--- src/rtl/mem_ctrl_pkg.sv ---
// Shared definitions for the memory BIST sequencer: FSM state encoding,
// RAM read latency and the seed-derived fill pattern.
package mem_ctrl_pkg;

    typedef enum logic [2:0] {
        ST_IDLE  = 3'd0,
        ST_WRITE = 3'd1,
        ST_READ  = 3'd2,
        ST_DRAIN = 3'd3,
        ST_DONE  = 3'd4
    } bist_state_e;

    localparam int RD_LAT = 1;

    // Widest data word the pattern helper supports; callers truncate to DATA_W.
    localparam int BIST_MAX_W = 64;

    function automatic logic [BIST_MAX_W-1:0] bist_pattern(
        input logic [BIST_MAX_W-1:0] seed,
        input logic [BIST_MAX_W-1:0] addr,
        input logic                  mode
    );
        logic [BIST_MAX_W-1:0] sum;
        sum = seed + addr;
        return mode ? ~sum : sum;
    endfunction

endpackage

--- src/rtl/mem_bist_ctrl_if.sv ---
// RAM-side bus between the BIST sequencer (master) and a single-port RAM (slave).
interface mem_bist_ctrl_if #(
    parameter int ADDR_W = 10,
    parameter int DATA_W = 32
);
    // Strobe semantics, no back-pressure: mem_we writes mem_din to mem_addr at the
    // clock edge; mem_rd samples mem_addr at the edge and mem_dout holds that word
    // for the whole following cycle. The RAM accepts every strobe.
    logic              mem_we;
    logic              mem_rd;
    logic [ADDR_W-1:0] mem_addr;
    logic [DATA_W-1:0] mem_din;
    logic [DATA_W-1:0] mem_dout;

    modport master (
        output mem_we,
        output mem_rd,
        output mem_addr,
        output mem_din,
        input  mem_dout
    );

    modport slave (
        input  mem_we,
        input  mem_rd,
        input  mem_addr,
        input  mem_din,
        output mem_dout
    );
endinterface

--- src/rtl/mem_bist_checker.sv ---
// Compares returned RAM words against the expected pattern and keeps the
// saturating mismatch count plus the address of the first mismatch.
module mem_bist_checker #(
    parameter int ADDR_W = 10,
    parameter int DATA_W = 32
) (
    input  logic              clk,
    input  logic              rst_n,
    input  logic              clear,
    input  logic              cmp_valid,
    input  logic [DATA_W-1:0] exp_data,
    input  logic [ADDR_W-1:0] exp_addr,
    input  logic [DATA_W-1:0] rd_data,
    output logic [ADDR_W:0]   err_cnt,
    output logic [ADDR_W-1:0] first_err_addr,
    output logic              clean_next
);

    logic [ADDR_W:0]   err_cnt_q, err_cnt_d;
    logic [ADDR_W-1:0] first_err_addr_q, first_err_addr_d;
    logic              mismatch;

    always_comb begin
        err_cnt_d        = err_cnt_q;
        first_err_addr_d = first_err_addr_q;
        mismatch         = cmp_valid && (rd_data != exp_data);
        if (clear) begin
            err_cnt_d        = '0;
            first_err_addr_d = '0;
        end else if (mismatch) begin
            if (err_cnt_q != '1) begin
                err_cnt_d = err_cnt_q + (ADDR_W + 1)'(1);
            end
            if (err_cnt_q == '0) begin
                first_err_addr_d = exp_addr;
            end
        end
        // Lets the sequencer decide pass in the same edge as the final compare.
        clean_next = (err_cnt_d == '0);
    end

    always_ff @(posedge clk or negedge rst_n) begin
        if (!rst_n) begin
            err_cnt_q        <= '0;
            first_err_addr_q <= '0;
        end else begin
            err_cnt_q        <= err_cnt_d;
            first_err_addr_q <= first_err_addr_d;
        end
    end

    assign err_cnt        = err_cnt_q;
    assign first_err_addr = first_err_addr_q;

endmodule

--- src/rtl/mem_bist_ctrl.sv ---
// Fill-and-verify sequencer: writes a seed-derived pattern over 0..LAST_ADDR,
// reads it back through a 1-cycle RAM and reports pass, error count and first bad address.
module mem_bist_ctrl
    import mem_ctrl_pkg::*;
#(
    parameter int ADDR_W    = 10,
    parameter int DATA_W    = 32,
    parameter int LAST_ADDR = 1023
) (
    input  logic                   clk,
    input  logic                   rst_n,
    input  logic                   start,
    input  logic                   abort,
    input  logic                   mode,
    input  logic [DATA_W-1:0]      seed,
    output logic                   busy,
    output logic                   done,
    output logic                   pass,
    output logic [ADDR_W:0]        err_cnt,
    output logic [ADDR_W-1:0]      first_err_addr,
    output logic [2:0]             dbg_state,
    mem_bist_ctrl_if.master        mem
);

    localparam logic [ADDR_W-1:0] LAST = ADDR_W'(LAST_ADDR);

    bist_state_e       state_q, state_d;
    logic [ADDR_W-1:0] addr_q, addr_d;
    logic [ADDR_W-1:0] addr_inc;
    logic [DATA_W-1:0] seed_q, seed_d;
    logic              mode_q, mode_d;
    logic              we_q, we_d;
    logic              rd_q, rd_d;
    logic [DATA_W-1:0] din_q, din_d;
    logic              busy_q, busy_d;
    logic              done_q, done_d;
    logic              pass_q, pass_d;
    logic [RD_LAT-1:0] cmp_pipe_q, cmp_pipe_d;
    logic [DATA_W-1:0] exp_q, exp_d;
    logic [ADDR_W-1:0] exp_addr_q, exp_addr_d;
    logic              aborting;
    logic              chk_clear;
    logic              chk_valid;
    logic              chk_clean_next;

    function automatic logic [DATA_W-1:0] pat(
        input logic [DATA_W-1:0] s,
        input logic [ADDR_W-1:0] a,
        input logic              m
    );
        logic [BIST_MAX_W-1:0] w;
        w = bist_pattern(BIST_MAX_W'(s), BIST_MAX_W'(a), m);
        return w[DATA_W-1:0];
    endfunction

    always_comb begin
        state_d    = state_q;
        addr_d     = addr_q;
        seed_d     = seed_q;
        mode_d     = mode_q;
        we_d       = 1'b0;
        rd_d       = 1'b0;
        din_d      = din_q;
        busy_d     = busy_q;
        done_d     = 1'b0;
        pass_d     = pass_q;
        cmp_pipe_d = '0;
        exp_d      = exp_q;
        exp_addr_d = exp_addr_q;
        chk_clear  = 1'b0;
        addr_inc   = addr_q + ADDR_W'(1);
        aborting   = abort && (state_q != ST_IDLE);
        // An abort also kills the compare that would land on this edge.
        chk_valid  = cmp_pipe_q[RD_LAT-1] && !aborting;

        if (aborting) begin
            state_d = ST_IDLE;
            busy_d  = 1'b0;
            pass_d  = 1'b0;
        end else begin
            cmp_pipe_d = RD_LAT'({cmp_pipe_q, rd_q});
            if (rd_q) begin
                exp_d      = pat(seed_q, addr_q, mode_q);
                exp_addr_d = addr_q;
            end
            case (state_q)
                ST_IDLE: begin
                    if (start) begin
                        seed_d    = seed;
                        mode_d    = mode;
                        addr_d    = '0;
                        chk_clear = 1'b1;
                        pass_d    = 1'b0;
                        busy_d    = 1'b1;
                        we_d      = 1'b1;
                        din_d     = pat(seed, '0, mode);
                        state_d   = ST_WRITE;
                    end
                end
                ST_WRITE: begin
                    if (addr_q == LAST) begin
                        addr_d  = '0;
                        rd_d    = 1'b1;
                        state_d = ST_READ;
                    end else begin
                        addr_d = addr_inc;
                        we_d   = 1'b1;
                        din_d  = pat(seed_q, addr_inc, mode_q);
                    end
                end
                ST_READ: begin
                    if (addr_q == LAST) begin
                        state_d = ST_DRAIN;
                    end else begin
                        addr_d = addr_inc;
                        rd_d   = 1'b1;
                    end
                end
                ST_DRAIN: begin
                    busy_d  = 1'b0;
                    done_d  = 1'b1;
                    pass_d  = chk_clean_next;
                    state_d = ST_DONE;
                end
                ST_DONE: begin
                    state_d = ST_IDLE;
                end
                default: begin
                    state_d = ST_IDLE;
                end
            endcase
        end
    end

    always_ff @(posedge clk or negedge rst_n) begin
        if (!rst_n) begin
            state_q    <= ST_IDLE;
            addr_q     <= '0;
            seed_q     <= '0;
            mode_q     <= 1'b0;
            we_q       <= 1'b0;
            rd_q       <= 1'b0;
            din_q      <= '0;
            busy_q     <= 1'b0;
            done_q     <= 1'b0;
            pass_q     <= 1'b0;
            cmp_pipe_q <= '0;
            exp_q      <= '0;
            exp_addr_q <= '0;
        end else begin
            state_q    <= state_d;
            addr_q     <= addr_d;
            seed_q     <= seed_d;
            mode_q     <= mode_d;
            we_q       <= we_d;
            rd_q       <= rd_d;
            din_q      <= din_d;
            busy_q     <= busy_d;
            done_q     <= done_d;
            pass_q     <= pass_d;
            cmp_pipe_q <= cmp_pipe_d;
            exp_q      <= exp_d;
            exp_addr_q <= exp_addr_d;
        end
    end

    mem_bist_checker #(
        .ADDR_W (ADDR_W),
        .DATA_W (DATA_W)
    ) u_checker (
        .clk            (clk),
        .rst_n          (rst_n),
        .clear          (chk_clear),
        .cmp_valid      (chk_valid),
        .exp_data       (exp_q),
        .exp_addr       (exp_addr_q),
        .rd_data        (mem.mem_dout),
        .err_cnt        (err_cnt),
        .first_err_addr (first_err_addr),
        .clean_next     (chk_clean_next)
    );

    assign mem.mem_we   = we_q;
    assign mem.mem_rd   = rd_q;
    assign mem.mem_addr = addr_q;
    assign mem.mem_din  = din_q;
    assign busy         = busy_q;
    assign done         = done_q;
    assign pass         = pass_q;
    assign dbg_state    = state_q;

endmodule

--- src/flat_wrapper.sv ---
// flat-port wrapper written by rule: the top's interface ports become plain ports
module mem_bist_ctrl_flat import mem_ctrl_pkg::*;
#(
    parameter int ADDR_W    = 10,
    parameter int DATA_W    = 32,
    parameter int LAST_ADDR = 1023
)
  (clk, rst_n, start, abort, mode, seed, busy, done, pass, err_cnt, first_err_addr, dbg_state, mem_mem_we, mem_mem_rd, mem_mem_addr, mem_mem_din, mem_mem_dout);
  mem_bist_ctrl_if #(.ADDR_W(ADDR_W), .DATA_W(DATA_W)) mem_i ();
  input  logic clk;
  input  logic rst_n;
  input  logic start;
  input  logic abort;
  input  logic mode;
  input  logic [DATA_W-1:0] seed;
  output logic busy;
  output logic done;
  output logic pass;
  output logic [ADDR_W:0] err_cnt;
  output logic [ADDR_W-1:0] first_err_addr;
  output logic [2:0] dbg_state;
  output wire logic [$bits(mem_i.mem_we)-1:0] mem_mem_we;
  output wire logic [$bits(mem_i.mem_rd)-1:0] mem_mem_rd;
  output wire logic [$bits(mem_i.mem_addr)-1:0] mem_mem_addr;
  output wire logic [$bits(mem_i.mem_din)-1:0] mem_mem_din;
  input wire logic [$bits(mem_i.mem_dout)-1:0] mem_mem_dout;
  assign mem_mem_we = mem_i.mem_we;
  assign mem_mem_rd = mem_i.mem_rd;
  assign mem_mem_addr = mem_i.mem_addr;
  assign mem_mem_din = mem_i.mem_din;
  assign mem_i.mem_dout = mem_mem_dout;
  mem_bist_ctrl #(.ADDR_W(ADDR_W), .DATA_W(DATA_W), .LAST_ADDR(LAST_ADDR)) u_core (.clk(clk), .rst_n(rst_n), .start(start), .abort(abort), .mode(mode), .seed(seed), .busy(busy), .done(done), .pass(pass), .err_cnt(err_cnt), .first_err_addr(first_err_addr), .dbg_state(dbg_state), .mem(mem_i));
endmodule
--- config.mk ---
export PLATFORM = sky130hd
export DESIGN_NAME = mem_bist_ctrl_flat
export DESIGN_NICKNAME = d
export VERILOG_FILES = /design/src/rtl/mem_ctrl_pkg.sv /design/src/rtl/mem_bist_ctrl_if.sv /design/src/rtl/mem_bist_checker.sv /design/src/rtl/mem_bist_ctrl.sv /design/src/flat_wrapper.sv
export SDC_FILE = /design/constraint.sdc
export NUM_CORES = 1
export LEC_CHECK = 0
export CAP_MARGIN = 20
export CORE_MARGIN = 2
export CORE_UTILIZATION = 32
export DETAILED_ROUTE_END_ITERATION = 7
export PLACE_DENSITY = 0.59
export RECOVER_POWER = 50
export SKIP_LAST_GASP = 1
export SLEW_MARGIN = 30
export SYNTH_ARGS = -nofsm -noshare
export SYNTH_HDL_FRONTEND = slang
export SYNTH_HIERARCHICAL = 1
export SYNTH_SLANG_ARGS = --single-unit
--- constraint.sdc ---
create_clock -name clk -period 5.5 [get_ports clk]
set_input_delay 0.55 -clock clk [delete_from_list [all_inputs] [get_ports clk]]
set_output_delay 0.55 -clock clk [all_outputs]
set_load 0.03 [all_outputs]
==> impl_metrics.ini <==
[run_status]
outcome = finished with violations
violations = max-capacitance violations, max-slew violations

[synth]
yosysTopAreaCellShare_pct = 40.3
ys.flop_type = dfrtp_1
post_synth.cell_area_avg_um2 = 8.96
synth_xor_area_share_pct = 16.3
post-synth-top-area-cell = dfrtp_1
yosys.area_share.simple_pct = 18.3
synth_top_family_by_area = simple AND/OR/NAND/NOR gates
synthAdderAreaFrac_pct = 4.14
synth_fp_nets = 1117
syn_inst = 1019
async_reset_ff_share_pct = 100
ys_ff_latch = 147
synth_edf_count = 0
seq_area_frac_synth_pct = 40.3
yosys_warnings = 6
netlist_area_um2 = 9130
synth_cell_types = 73
synth_mux_area_share_pct = 1.53
synth_compound_area_share_pct = 15.7
synthTopCellsByArea = dfrtp_1 (40%), xnor2_1 (11%), nand2_1 (8.6%)

[global_routing]
grt_pass1_vias = 7381
antenna_found_initial = 0
gr-total-overflow = 0
grt_usage_pct = 18.6
grt_pass1_wl_um = 43800
grt_max_degree = 90

[worst_setup_path]
critPathMaxFanout = 75
r2r-end = u_core/exp_q[16]
critPathRequiredTime_ns = 5.67
r2r-start = u_core/dbg_state[2]
startpoint_type = input pin
end_kind = register
reg2regPathDepth = 5
reg2reg_slack_ns = 1.84
critPathKind = input pin to register
critPathArrivalTime_ns = 3.88

[sta]
fin_crit_sh_pct = 67.5
whs_ns = 0.156
finalSetupViolCount = 0
fin_setup_tns_ns = 0
hold_viol_final = 0
max_freq_ghz = 0.270
skew_ns = 0.0141
relSlewSlack_pct = -93.4
period_needed_ns = 3.71
maxSlewViolCount = 76
worst_pin_slew_ns = 2.90
setup_slack_ns = 1.79
rsz0062_at_grt = false

[floorplan]
core_um2 = 27900
die_x_um = 173
boundaryPins = 140
fp.dieArea_um2 = 29900
num_rows = 61
initial_core_util_pct = 32.7
die_h_um = 173

[place]
dp_slack_ns = 2.02
placed_area_um2 = 10800
place.gp.congestion = 0.927
dp_cells = 1488
io_buffer_count = 139
hpwl_um = 19500

[power_and_ir_drop]
p_leak_nw = 4.87
combPwrFrac_pct = 35.5
internal-power_w = 0.00245
switching_power_w = 0.00149
peakVddDrop_mv = 0.215
power_density_nw_per_um2 = 347
swShare_pct = 37.8
pwr-share-seq_pct = 35.3
clkPwrFrac_pct = 29.1

[cells_and_area]
nets = 1227
fillers = 2845
fin_cells = 1520
synthToLayoutAreaGrowth_pct = 24.4
diodes = 0
design_area_um2 = 11400
final_layout_size_suffix_gt1_share_pct = 6.13

[drt]
wl_um = 27800
wl_per_cell_um = 18.3
ant_nets = 0
drc = 0
via_count = 7700
drtPass1Iterations = 5
viasPerCell = 5.07
first_iter_violations = 609

[clocking]
clock_sinks = 147
cts_tree = yes
cts_made_buffers = 17
clockBufferDepth = 2
clk_latency_ns = 0.43
ctsHtreeMaxLevel = 4
cts_resized = 0
cts_setup_buffers = 0
clkTransAtPathRegs_ns = 0.06
ctsHoldBuffers = 0
cts_root_buf = clkbuf_16

[job]
drv_cap = 1

[hold_path]
worstHoldPathType = input pin to async pin
==> cell type report <==
type,count,area (um^2),area share (%)
repair buffers,149,1460,12.9
flip-flops and latches,147,3680,32.4
multi-input cells,803,5120,45.1
clock inverters,13,124,1.09
clock buffers,19,453,3.99
well taps,378,473,4.17
inverters,11,41.3,0.364
==> kinds of logic (layout without fill, tap and decap cells) <==
family	Yosys count	after routing
multiplexers	14	14
AO/OA/AOI/OAI	222	222
XOR/XNOR	170	170
flip-flops	147	147
buffers and inverters	69	192
adder cells (fa/ha/maj)	29	29
AND/OR/NAND/NOR	368	368
==> critical path, cell delays in order <==
cell and delay [ns]:
dlygate4sd3_1 0.65, nand2b_1 0.11, nand2_2 0.09, clkbuf_1 2.04, o21ai_0 0.38
==> routing by layer <==
layer | GRT usage (%) | part of all wire (%)
met2 | 27.5 | 44
met3 | 2.90 | 5.0
met4 | 4.87 | 1.4
met1 | 28.2 | 49
met5 | 0 | 0
==> state kept, by name, indices dropped and copies added (netlist names) <==
name and count:
u_core/seed_q 32, u_core/pass 1, u_core/busy 1, u_core/done 1, u_core/u_checker/first_err_addr 10, u_core/mem.mem_we 1
u_core/exp_addr_q 10, u_core/dbg_state 3, u_core/mem.mem_rd 1, u_core/u_checker/err_cnt 11, u_core/mem.mem_addr 10, u_core/mode_q 1
u_core/cmp_pipe_q 1, u_core/exp_q 32, u_core/mem.mem_din 32
==> synth_stat cells, drive strengths merged, types with 8 or more instances <==
library cell    n
nand2         208
dfrtp         147
xnor2         119
o21ai          74
a21oi          65
nor2           56
xor2           51
buf            30
clkbuf         28
ha             27
and3           17
nand4          17
nor3           17
nand3          16
mux2i          14
inv            10
a211oi          9
a31oi           8
==> through the flow <==
| stage | util [%] | total power, W |
|---|---|---|
| 6_report | 40.6 | 0.00394 |
| 5_1_grt | 40.6 | 0.00415 |
| 4_1_cts | 40.7 | 0.00397 |
| 3_5_place_dp | 38.6 | 0.00280 |
| 3_3_place_gp | 38.6 | 0.00279 |
| 2_1_floorplan | - | 0.00226 |
==> cells in the final DEF (no fill, tap or decap), types with 14 or more instances in the layout <==
cell	count
a21oi_1	65
and3_1	15
clkbuf_16	17
clkdlybuf4s50_1	123
dfrtp_1	146
dlygate4sd3_1	14
ha_1	27
mux2i_1	14
nand2_1	207
nand3_1	16
nand4_1	15
nor2_1	53
nor3_1	17
o21ai_0	54
o21ai_1	19
xnor2_1	119
xor2_1	51
==> how the worst max path moves through the flow <==
stage / slack, ns / startpoint / to
2_1_floorplan: 2.16 / u_core/mem.mem_addr[1] / u_core/mem.mem_din[13]
3_3_place_gp: 2.07 / u_core/mem.mem_addr[1] / u_core/mem.mem_din[21]
3_5_place_dp: 2.02 / u_core/mem.mem_addr[1] / u_core/mem.mem_din[21]
4_1_cts: 1.98 / u_core/mem.mem_addr[1] / u_core/mem.mem_din[21]
5_1_grt: 1.48 / abort / u_core/exp_q[7]
6_report: 1.79 / abort / u_core/exp_q[16]
==> power groups by stage <==
stage / sequential (W) / combinational, W / clock, W
after CTS: 0.00139 / 0.00140 / 0.00118
after floorplan: 0.00154 / 0.000716 / 0
after global routing: 0.00141 / 0.00151 / 0.00123
after global placement: 0.00141 / 0.00138 / 0
final: 0.00139 / 0.00140 / 0.00115
after detailed placement: 0.00141 / 0.00139 / 0
Power figures use the tool's default switching activity.
